### src/rtl/i2c_cmd_pkg.sv
// i2c_cmd_pkg: shared types and widths for the i2c_cmd_queue command sequencer.
package i2c_cmd_pkg;
  localparam int ADDR_W = 7;
  localparam int DATA_W = 8;
  typedef enum logic [1:0] {IDLE, ISSUE, WAIT, DONE} state_e;
  typedef struct packed {
    logic              rw;
    logic [ADDR_W-1:0] addr;
    logic [DATA_W-1:0] wdata;
  } cmd_t;
endpackage

### src/rtl/i2c_cmd_fifo.sv
// i2c_cmd_fifo: synchronous FIFO with full/empty/level; pushes into a full FIFO are dropped.
module i2c_cmd_fifo #(
  parameter int DEPTH = 4,
  parameter int W     = 16
) (
  input  logic                     clk,
  input  logic                     rst,
  input  logic                     push_i,
  input  logic                     pop_i,
  input  logic [W-1:0]             wdata_i,
  output logic [W-1:0]             rdata_o,
  output logic                     full_o,
  output logic                     empty_o,
  output logic [$clog2(DEPTH):0]   level_o
);
  localparam int AW = $clog2(DEPTH);
  logic [W-1:0]  mem [DEPTH];
  logic [AW-1:0] wr_q, rd_q;
  logic [AW:0]   level_q;
  logic          push_ok, pop_ok;
  assign full_o  = level_q == (AW+1)'(DEPTH);
  assign empty_o = level_q == '0;
  assign push_ok = push_i & !full_o;
  assign pop_ok  = pop_i & !empty_o;
  assign rdata_o = mem[rd_q];
  assign level_o = level_q;
  always_ff @(posedge clk or posedge rst) begin
    if (rst) begin
      wr_q    <= '0;
      rd_q    <= '0;
      level_q <= '0;
    end else begin
      if (push_ok) wr_q <= wr_q + 1'b1;
      if (pop_ok) rd_q <= rd_q + 1'b1;
      level_q <= level_q + (AW+1)'(push_ok) - (AW+1)'(pop_ok);
    end
  end
  always_ff @(posedge clk) begin
    if (push_ok) mem[wr_q] <= wdata_i;
  end
endmodule

### src/rtl/i2c_cmd_queue.sv
// i2c_cmd_queue: buffers host I2C requests and issues them one at a time to i2c_controller.
// Optional watchdog abort enabled by defining I2C_CMD_TIMEOUT_EN.
module i2c_cmd_queue
  import i2c_cmd_pkg::*;
#(
  parameter int DEPTH          = 4,
  parameter int TIMEOUT_CYCLES = 4096
) (
  input  logic                     clk,
  input  logic                     rst,
  input  logic                     cmd_valid,
  output logic                     cmd_ready,
  input  logic                     cmd_rw,
  input  logic [ADDR_W-1:0]        cmd_addr,
  input  logic [DATA_W-1:0]        cmd_wdata,
  output logic                     rsp_valid,
  input  logic                     rsp_ready,
  output logic [DATA_W-1:0]        rsp_data,
  output logic [ADDR_W-1:0]        rsp_addr,
  output logic [$clog2(DEPTH):0]   level,
  output logic                     busy,
  output logic [ADDR_W-1:0]        ctrl_addr,
  output logic [DATA_W-1:0]        ctrl_data_in,
  output logic                     ctrl_rw,
  output logic                     ctrl_enable,
  input  logic                     ctrl_ready,
  input  logic [DATA_W-1:0]        ctrl_data_out,
  output logic                     timeout_err
);
  if (DEPTH < 2 || (DEPTH & (DEPTH - 1)) != 0 || TIMEOUT_CYCLES < 1) begin : g_bad_cfg
    $error("i2c_cmd_queue: DEPTH must be a power of two >= 2 and TIMEOUT_CYCLES >= 1");
  end
  state_e            state_q, state_d;
  cmd_t              push_cmd, head;
  logic              full, empty, pop;
  logic [ADDR_W-1:0] ctrl_addr_q, ctrl_addr_d, rsp_addr_q, rsp_addr_d;
  logic [DATA_W-1:0] ctrl_data_q, ctrl_data_d, rsp_data_q, rsp_data_d;
  logic              ctrl_rw_q, ctrl_rw_d, ctrl_en_q, ctrl_en_d;
  logic              rsp_valid_q, rsp_valid_d;
  assign push_cmd = '{rw: cmd_rw, addr: cmd_addr, wdata: cmd_wdata};
  i2c_cmd_fifo #(.DEPTH(DEPTH), .W($bits(cmd_t))) u_fifo (
    .clk     (clk),
    .rst     (rst),
    .push_i  (cmd_valid),
    .pop_i   (pop),
    .wdata_i (push_cmd),
    .rdata_o (head),
    .full_o  (full),
    .empty_o (empty),
    .level_o (level)
  );
  assign cmd_ready    = !full;
  assign busy         = (state_q != IDLE) | (level != '0);
  assign ctrl_addr    = ctrl_addr_q;
  assign ctrl_data_in = ctrl_data_q;
  assign ctrl_rw      = ctrl_rw_q;
  assign ctrl_enable  = ctrl_en_q;
  assign rsp_valid    = rsp_valid_q;
  assign rsp_data     = rsp_data_q;
  assign rsp_addr     = rsp_addr_q;
`ifdef I2C_CMD_TIMEOUT_EN
  localparam int CW = $clog2(TIMEOUT_CYCLES + 1);
  logic [CW-1:0] cnt_q, cnt_d;
  logic          tmo_q, tmo_d;
  assign timeout_err = tmo_q;
`else
  assign timeout_err = 1'b0;
`endif
  always_comb begin
    state_d     = state_q;
    pop         = 1'b0;
    ctrl_addr_d = ctrl_addr_q;
    ctrl_data_d = ctrl_data_q;
    ctrl_rw_d   = ctrl_rw_q;
    ctrl_en_d   = ctrl_en_q;
    rsp_valid_d = rsp_valid_q & !rsp_ready;
    rsp_data_d  = rsp_data_q;
    rsp_addr_d  = rsp_addr_q;
    unique case (state_q)
      IDLE: begin
        // a read may only start once the response slot is free, so captures never collide
        if (!empty && ctrl_ready && (!head.rw || !rsp_valid_q)) begin
          pop         = 1'b1;
          ctrl_addr_d = head.addr;
          ctrl_data_d = head.wdata;
          ctrl_rw_d   = head.rw;
          ctrl_en_d   = 1'b1;
          state_d     = ISSUE;
        end
      end
      ISSUE: begin
        if (!ctrl_ready) begin
          ctrl_en_d = 1'b0;
          state_d   = WAIT;
        end
      end
      WAIT: state_d = ctrl_ready ? DONE : WAIT;
      DONE: begin
        if (ctrl_rw_q) begin
          rsp_valid_d = 1'b1;
          rsp_data_d  = ctrl_data_out;
          rsp_addr_d  = ctrl_addr_q;
        end
        state_d = IDLE;
      end
      default: state_d = IDLE;
    endcase
`ifdef I2C_CMD_TIMEOUT_EN
    tmo_d = tmo_q;
    cnt_d = (state_d != state_q || !(state_q == ISSUE || state_q == WAIT)) ? '0 : cnt_q + 1'b1;
    if ((state_q == ISSUE || state_q == WAIT) && cnt_q == CW'(TIMEOUT_CYCLES - 1)) begin
      state_d   = IDLE;
      ctrl_en_d = 1'b0;
      tmo_d     = 1'b1;
      cnt_d     = '0;
    end
`endif
  end
  always_ff @(posedge clk or posedge rst) begin
    if (rst) begin
      state_q     <= IDLE;
      ctrl_addr_q <= '0;
      ctrl_data_q <= '0;
      ctrl_rw_q   <= 1'b0;
      ctrl_en_q   <= 1'b0;
      rsp_valid_q <= 1'b0;
      rsp_data_q  <= '0;
      rsp_addr_q  <= '0;
    end else begin
      state_q     <= state_d;
      ctrl_addr_q <= ctrl_addr_d;
      ctrl_data_q <= ctrl_data_d;
      ctrl_rw_q   <= ctrl_rw_d;
      ctrl_en_q   <= ctrl_en_d;
      rsp_valid_q <= rsp_valid_d;
      rsp_data_q  <= rsp_data_d;
      rsp_addr_q  <= rsp_addr_d;
    end
  end
`ifdef I2C_CMD_TIMEOUT_EN
  always_ff @(posedge clk or posedge rst) begin
    if (rst) begin
      cnt_q <= '0;
      tmo_q <= 1'b0;
    end else begin
      cnt_q <= cnt_d;
      tmo_q <= tmo_d;
    end
  end
`endif
endmodule

### config.mk
export PLATFORM = sky130hd
export DESIGN_NAME = i2c_cmd_queue
export DESIGN_NICKNAME = d
export VERILOG_FILES = /design/src/rtl/i2c_cmd_pkg.sv /design/src/rtl/i2c_cmd_fifo.sv /design/src/rtl/i2c_cmd_queue.sv
export SDC_FILE = /design/constraint.sdc
export NUM_CORES = 1
export LEC_CHECK = 0
export ABC_AREA = 1
export CAP_MARGIN = 20
export CORE_UTILIZATION = 45
export CTS_CLUSTER_DIAMETER = 60
export DETAILED_ROUTE_END_ITERATION = 10
export DONT_BUFFER_PORTS = 1
export GPL_TIMING_DRIVEN = 0
export HOLD_SLACK_MARGIN = 0.12
export PLACE_DENSITY = 0.57
export SLEW_MARGIN = 30
export SYNTH_ARGS = -nofsm -noshare
export SYNTH_HDL_FRONTEND = slang
export SYNTH_SLANG_ARGS = --single-unit
export TNS_END_PERCENT = 20
### constraint.sdc
create_clock -name clk -period 4 [get_ports clk]
set_input_delay 1 -clock clk [delete_from_list [all_inputs] [get_ports clk]]
set_output_delay 1 -clock clk [all_outputs]
set_load 0.05 [all_outputs]
Yosys cells after proc, flatten, opt, wreduce, memory -nomap -nowiden
Memories as Yosys holds them, arrays and structs flattened. Index checks and enable logic that the tools add are counted.

Register bits: 42. Memory bits (writable): 64. Input port bits: 29. Output and inout port bits: 39. Memories: 1.

Memory list: u_fifo.mem (words 4, bits a word 16, read ports 1, clocked after Yosys merged registers in 0, write ports 1, RTL line i2c_cmd_fifo.sv:17) `logic [W-1:0] mem [DEPTH];`.

Add/sub/neg operators: 4. Eq/ne operators: 6. Mux-type cells: 13. Bitwise operators: 4. Reduce and logical (&&, ||, !) cells: 17.

Operators by type and width (number): 1-bit 2-to-1 mux (9); 2-bit one-hot mux with 4 select lines (1); 2-bit AND reduction (3); 1-bit logical NOT (5); 2-bit by 1-bit adder with 2-bit output (second input constant) (2); 2-bit == test (second input constant) (2); 2-bit 2-to-1 mux (2); 2-bit != test (second input constant) (2); 2-bit nonzero test (2); 3-bit by 1-bit adder with 3-bit output (1); 1-bit bitwise AND (3); 3-bit == test (second input constant) (1); 3-bit logical NOT (1); 3-bit AND reduction (1); 3-bit nonzero test (1); 3-bit by 1-bit subtractor with 3-bit output (1); 2-bit by 1-bit == test with 1-bit output (second input constant) (1); 1-bit logical AND (2); 2-bit logical NOT (1); 1-bit one-hot mux with 2 select lines (1); 1-bit logical OR (1); 1-bit OR (1).

Depth between registers and ports, before layout
Depth in word-level cells: 8. Depth in mapped cells: 13.

Cells and area by module
Synthesis repeated with hierarchy kept, for this count alone.

Cells, all modules: 400. Area total of the unflattened synthesis: 4479.3 sq um.

By module, submodules not included: i2c_cmd_fifo (times used 1, cells an instance 262, area an instance 3004.1 sq um, sequential area each 2097.0 sq um); i2c_cmd_queue (times used 1, cells an instance 138, area an instance 1475.2 sq um, sequential area each 875.8 sq um).

Worst setup path before layout
No wires, ideal clock.

Path type: register to register. Start point: reg u_fifo.level_q[1], in the netlist u_fifo.level_o[1]. End point: mem u_fifo.mem[0][0], enable pin. Arrival time: 2.227 ns. Required time: 3.611 ns. Path slack: 1.384 ns. Stages on the path, launching flop included: 5. Path buffers: 0. Period minus slack after synthesis: 2.616 ns. Cells stage by stage: dfrtp_1 -> inv_1 -> nand3_1 -> nand2_1 -> nor2_1.

Cells in the longest elaborated chain, start to end: 5.

RTL lines: from (decl) (RTL line i2c_cmd_fifo.sv:19) `logic [AW:0] level_q;`; from (signal assigned) (RTL line i2c_cmd_fifo.sv:35) `level_q <= level_q + (AW+1)'(push_ok) - (AW+1)'(pop_ok);`; 3-bit == test (RTL line i2c_cmd_fifo.sv:21) `assign full_o = level_q == (AW+1)'(DEPTH);`; 1-bit logical NOT; named net cmd_ready (RTL line i2c_cmd_queue.sv:12) `output logic cmd_ready,`; 1-bit bitwise AND (RTL line i2c_cmd_fifo.sv:23) `assign push_ok = push_i & !full_o;`; 1-bit 2-to-1 mux (RTL line i2c_cmd_fifo.sv:39) `if (push_ok) mem[wr_q] <= wdata_i;`; 1-bit 2-to-1 mux (implied by the code) (RTL line i2c_cmd_fifo.sv:39); to (decl) (RTL line i2c_cmd_fifo.sv:17).

The timed path passes the listed nets, and every way through them passes these cells.

Final worst setup path
Start point: reg u_fifo.level_q[1], in the netlist u_fifo.level_o[1]. End point: reg u_fifo.level_q[2], in the netlist u_fifo.level_o[2].

Elaborated cells between the ends (all ways): 12. Classes of those cells: add/sub (2); eq/ne (1); mux (2); bitwise (2); reduce/logical (5).

RTL lines: 3-bit == test (RTL line i2c_cmd_fifo.sv:21); 1-bit logical NOT; named net cmd_ready (RTL line i2c_cmd_queue.sv:12); 1-bit bitwise AND (RTL line i2c_cmd_fifo.sv:23); named net u_fifo.push_ok (RTL line i2c_cmd_fifo.sv:20) `logic push_ok, pop_ok;`; 3-bit by 1-bit adder with 3-bit output (RTL line i2c_cmd_fifo.sv:35); 3-bit by 1-bit subtractor with 3-bit output (RTL line i2c_cmd_fifo.sv:35).

The timed path passes the listed nets, and every way through them passes these cells. A chain may end at the register's enable or synchronous reset.

==> summary.txt <==
worst slew pin tran - 0.582 ns
area of the multi-input gates - 1170 µm²
initial core utilization - 46.7%
pre-CTS WS - 1.25 ns
Worst R2R Path Depth - 7
WL per Instance - 15.9 µm
HPWL after DPL - 5640 µm
register area share after synthesis - 68.5%
n_diodes - 0
Post-Synth Simple-Gate Area - 10.3%
startpoint types - register
starting DRC count in detailed routing - 84
worst setup margin - 1.26 ns
final WL - 7880 µm
clock-pin transition on the worst setup and hold timing paths - 0.10 ns
# DRC - 0
layout cells sized above 1 - 17.7%
worst-path fanout max - 6
#FFs+latches synth - 106
die footprint - 10000 µm²
Final nets - 403
Lkg Pwr - 1.90 nW
Ports - 68
site row count - 35
buffer count from post-CTS setup fixing - 0
post-route ant nets - 0
GRT Util Overall - 16.8%
WL met3 - 588 µm
commonest non-fill, non-tap cells in the layout - edfxtp_1, o21ai_0, dfrtp_1, nand2_1, nor2_1
combinational family with the most area after synthesis - simple AND/OR/NAND/NOR gates
H-Tree Depth - 3
synth unique cells - 32
Mean Syn Cell Area - 12.5 µm²
critical path class - register to register
Max Clock Freq - 365 MHz
post-synth design cell area - 4340 µm²
Synth Net Count - 387
RSZ-0062 raised after global routing - false
WHS - 0.512 ns
HP Class - primary input to async pin
outcome - complete, no violations
Routability Congestion - 0.741
antenna violations before repair - 0
Reg-to-Reg End - u_fifo.level_o[2]$_DFF_PP0_
compound-cell area share of the yosys netlist - 9.72%
first-pass GRT wire length - 12400 µm
via/cell ratio - 5.02
Vias - 2489
largest net degree at the start of global routing - 24
CTS Buffer Depth - 2
Clock Sinks - 106
Fin Setup TNS - 0 ns
Setup crit start - u_fifo.level_o[1]$_DFF_PP0_
Fill cells - 833
CTS buffer count - 9
Post-Synth Adder-Cell Area - 3.63%
TritonCTS clock tree - done
skew final - 0.0106 ns
Reg2Reg Setup Slack - 1.26 ns
clock insertion delay at the later pin of the skew report - 0.37 ns
I/O Buffers - 0
min cycle time layout - 2.74 ns
root buffer cell - clkbuf_8
vias in the first global route - 2407
FF/Latch Area - 2970 µm²
Syn Inst Count - 346
most common cell after layout, fill and taps aside - edfxtp_1
endpoints failing setup - 0
Tcrit/Tclk final - 68.4%
max_cap viols - 0
multiplexer share of the synthesized area - 2.08%
Die W - 100 µm
VDD IR-drop max - 308 µV
Post-Synth XOR/XNOR Area - 0.808%
Worst EP arrival - 2.99 ns
Final Hold Fails - 0
final slew viol count - 0
Worst Setup End Kind - register
DIE HEIGHT - 100 µm
Routed met2 length - 3580 µm
Syn-to-layout area delta - 10.8%
PostCTS Resize Cnt - 0
r2r startpoint - u_fifo.level_o[1]$_DFF_PP0_
Core ar. - 9280 µm²
Critical Path RT - 4.25 ns
grt total ovfl - 0
pwr/cell area - 880 nW/µm²
Synthesis Warnings - 0
Top Layer Used - met4
# hold bufs at CTS - 0
Metal-1 WL - 3630 µm
Slew Limit Headroom - 61.2%
DRT Pass-1 Iters - 5
[area by class of cell]
type | count | share of cell area [%]
Buffer | 16 | 2.16
Clock buffer | 9 | 2.58
Clock inverter | 7 | 1.90
Inverter | 28 | 2.19
Multi-Input combinational cell | 196 | 24.3
Sequential cell | 106 | 61.9
Tap cell | 129 | 3.36
Timing Repair Buffer | 5 | 1.67
[through the flow]
stage | cell area, µm² | util [%] | power [mW] | cells
6_report | 4800 | 51.8 | 4.23 | 496
3_3_place_gp | 4500 | 48.5 | 3.52 | 475
2_1_floorplan | 4340 | - | 3.21 | 346
4_1_cts | 4800 | 51.8 | 4.27 | 496
3_5_place_dp | 4590 | 49.4 | 3.58 | 480
5_1_grt | 4800 | 51.8 | 4.50 | 496
[per-layer routing]
layer / up-vias / GRT usage [%]
li1: 1210 / -
met1: 1196 / 21.4
met2: 73 / 26.4
met3: 10 / 6.41
met4: 0 / 5.35
met5: - / 0
[cells in the mapped netlist]
cell,count,area share (%)
edfxtp_1,64,44
o21ai_0,48,5.5
dfrtp_1,42,24
nand2_1,40,3.5
nor2_1,34,2.9
inv_1,24,2.1
o22ai_1,15,2.2
ha_1,11,3.2
nand2_2,11,1.6
clkbuf_1,9,0.78
o21ai_2,8,1.6
mux2_1,5,1.3
inv_2,4,0.35
buf_2,3,0.35
mux2_2,3,0.78
nand3_1,3,0.35
nand3_2,3,0.69
xor2_1,3,0.61
buf_12,2,0.92
buf_4,2,0.35
a21o_1,1,0.17
a21oi_1,1,0.12
conb_1,1,0.086
fa_1,1,0.46
nand2_4,1,0.26
nand4_1,1,0.14
nor2_2,1,0.14
nor2_8,1,0.46
nor3_1,1,0.12
nor3b_1,1,0.17
o21ai_1,1,0.12
xnor2_1,1,0.20
[report_power, final]
group          internal [mW]  leakage [nW]  switching (mW)
clock                  0.306         0.106           0.387
sequential              1.51          1.10           0.820
combinational          0.429         0.689           0.779
[kinds of logic (layout without fill, tap and decap cells)]
group           count (synthesis)  count (layout)
compound gates                 74              74
fa+ha+maj                      12              12
mux                             8               8
other cells                     1               1
buf+inv                        44              65
flops                         106             106
simple gates                   97              97
xor+xnor                        4               4
[flip-flops by register name (all words and copies together), names as in the netlist]
register	count
u_fifo.rd_q	2
u_fifo.level_o	3
state_q	2
ctrl_addr	7
rsp_valid	1
u_fifo.mem	64
ctrl_data_in	8
u_fifo.wr_q	2
rsp_addr	7
ctrl_enable	1
rsp_data	8
ctrl_rw	1
[how the worst max path moves through the flow]
| stage | end | slack [ns] | cells past startpoint |
|---|---|---|---|
| 2_1_floorplan | u_fifo.mem[0][0]$_DFFE_PP_ | 1.38 | 4 |
| 3_3_place_gp | u_fifo.mem[3][6]$_DFFE_PP_ | 0.71 | 4 |
| 3_5_place_dp | u_fifo.mem[2][6]$_DFFE_PP_ | 1.25 | 5 |
| 4_1_cts | u_fifo.mem[2][7]$_DFFE_PP_ | 1.23 | 5 |
| 5_1_grt | busy | 1.15 | 2 |
| 6_report | u_fifo.level_o[2]$_DFF_PP0_ | 1.26 | 7 |
[critical path: stages (launching register included)]
cell	delay (ns)
dfrtp_1	0.61
inv_1	0.20
nand3_1	0.44
nand2_1	0.46
inv_1	0.14
ha_1	0.23
fa_1	0.37
xor2_1	0.17
Power figures use the tool's default switching activity.
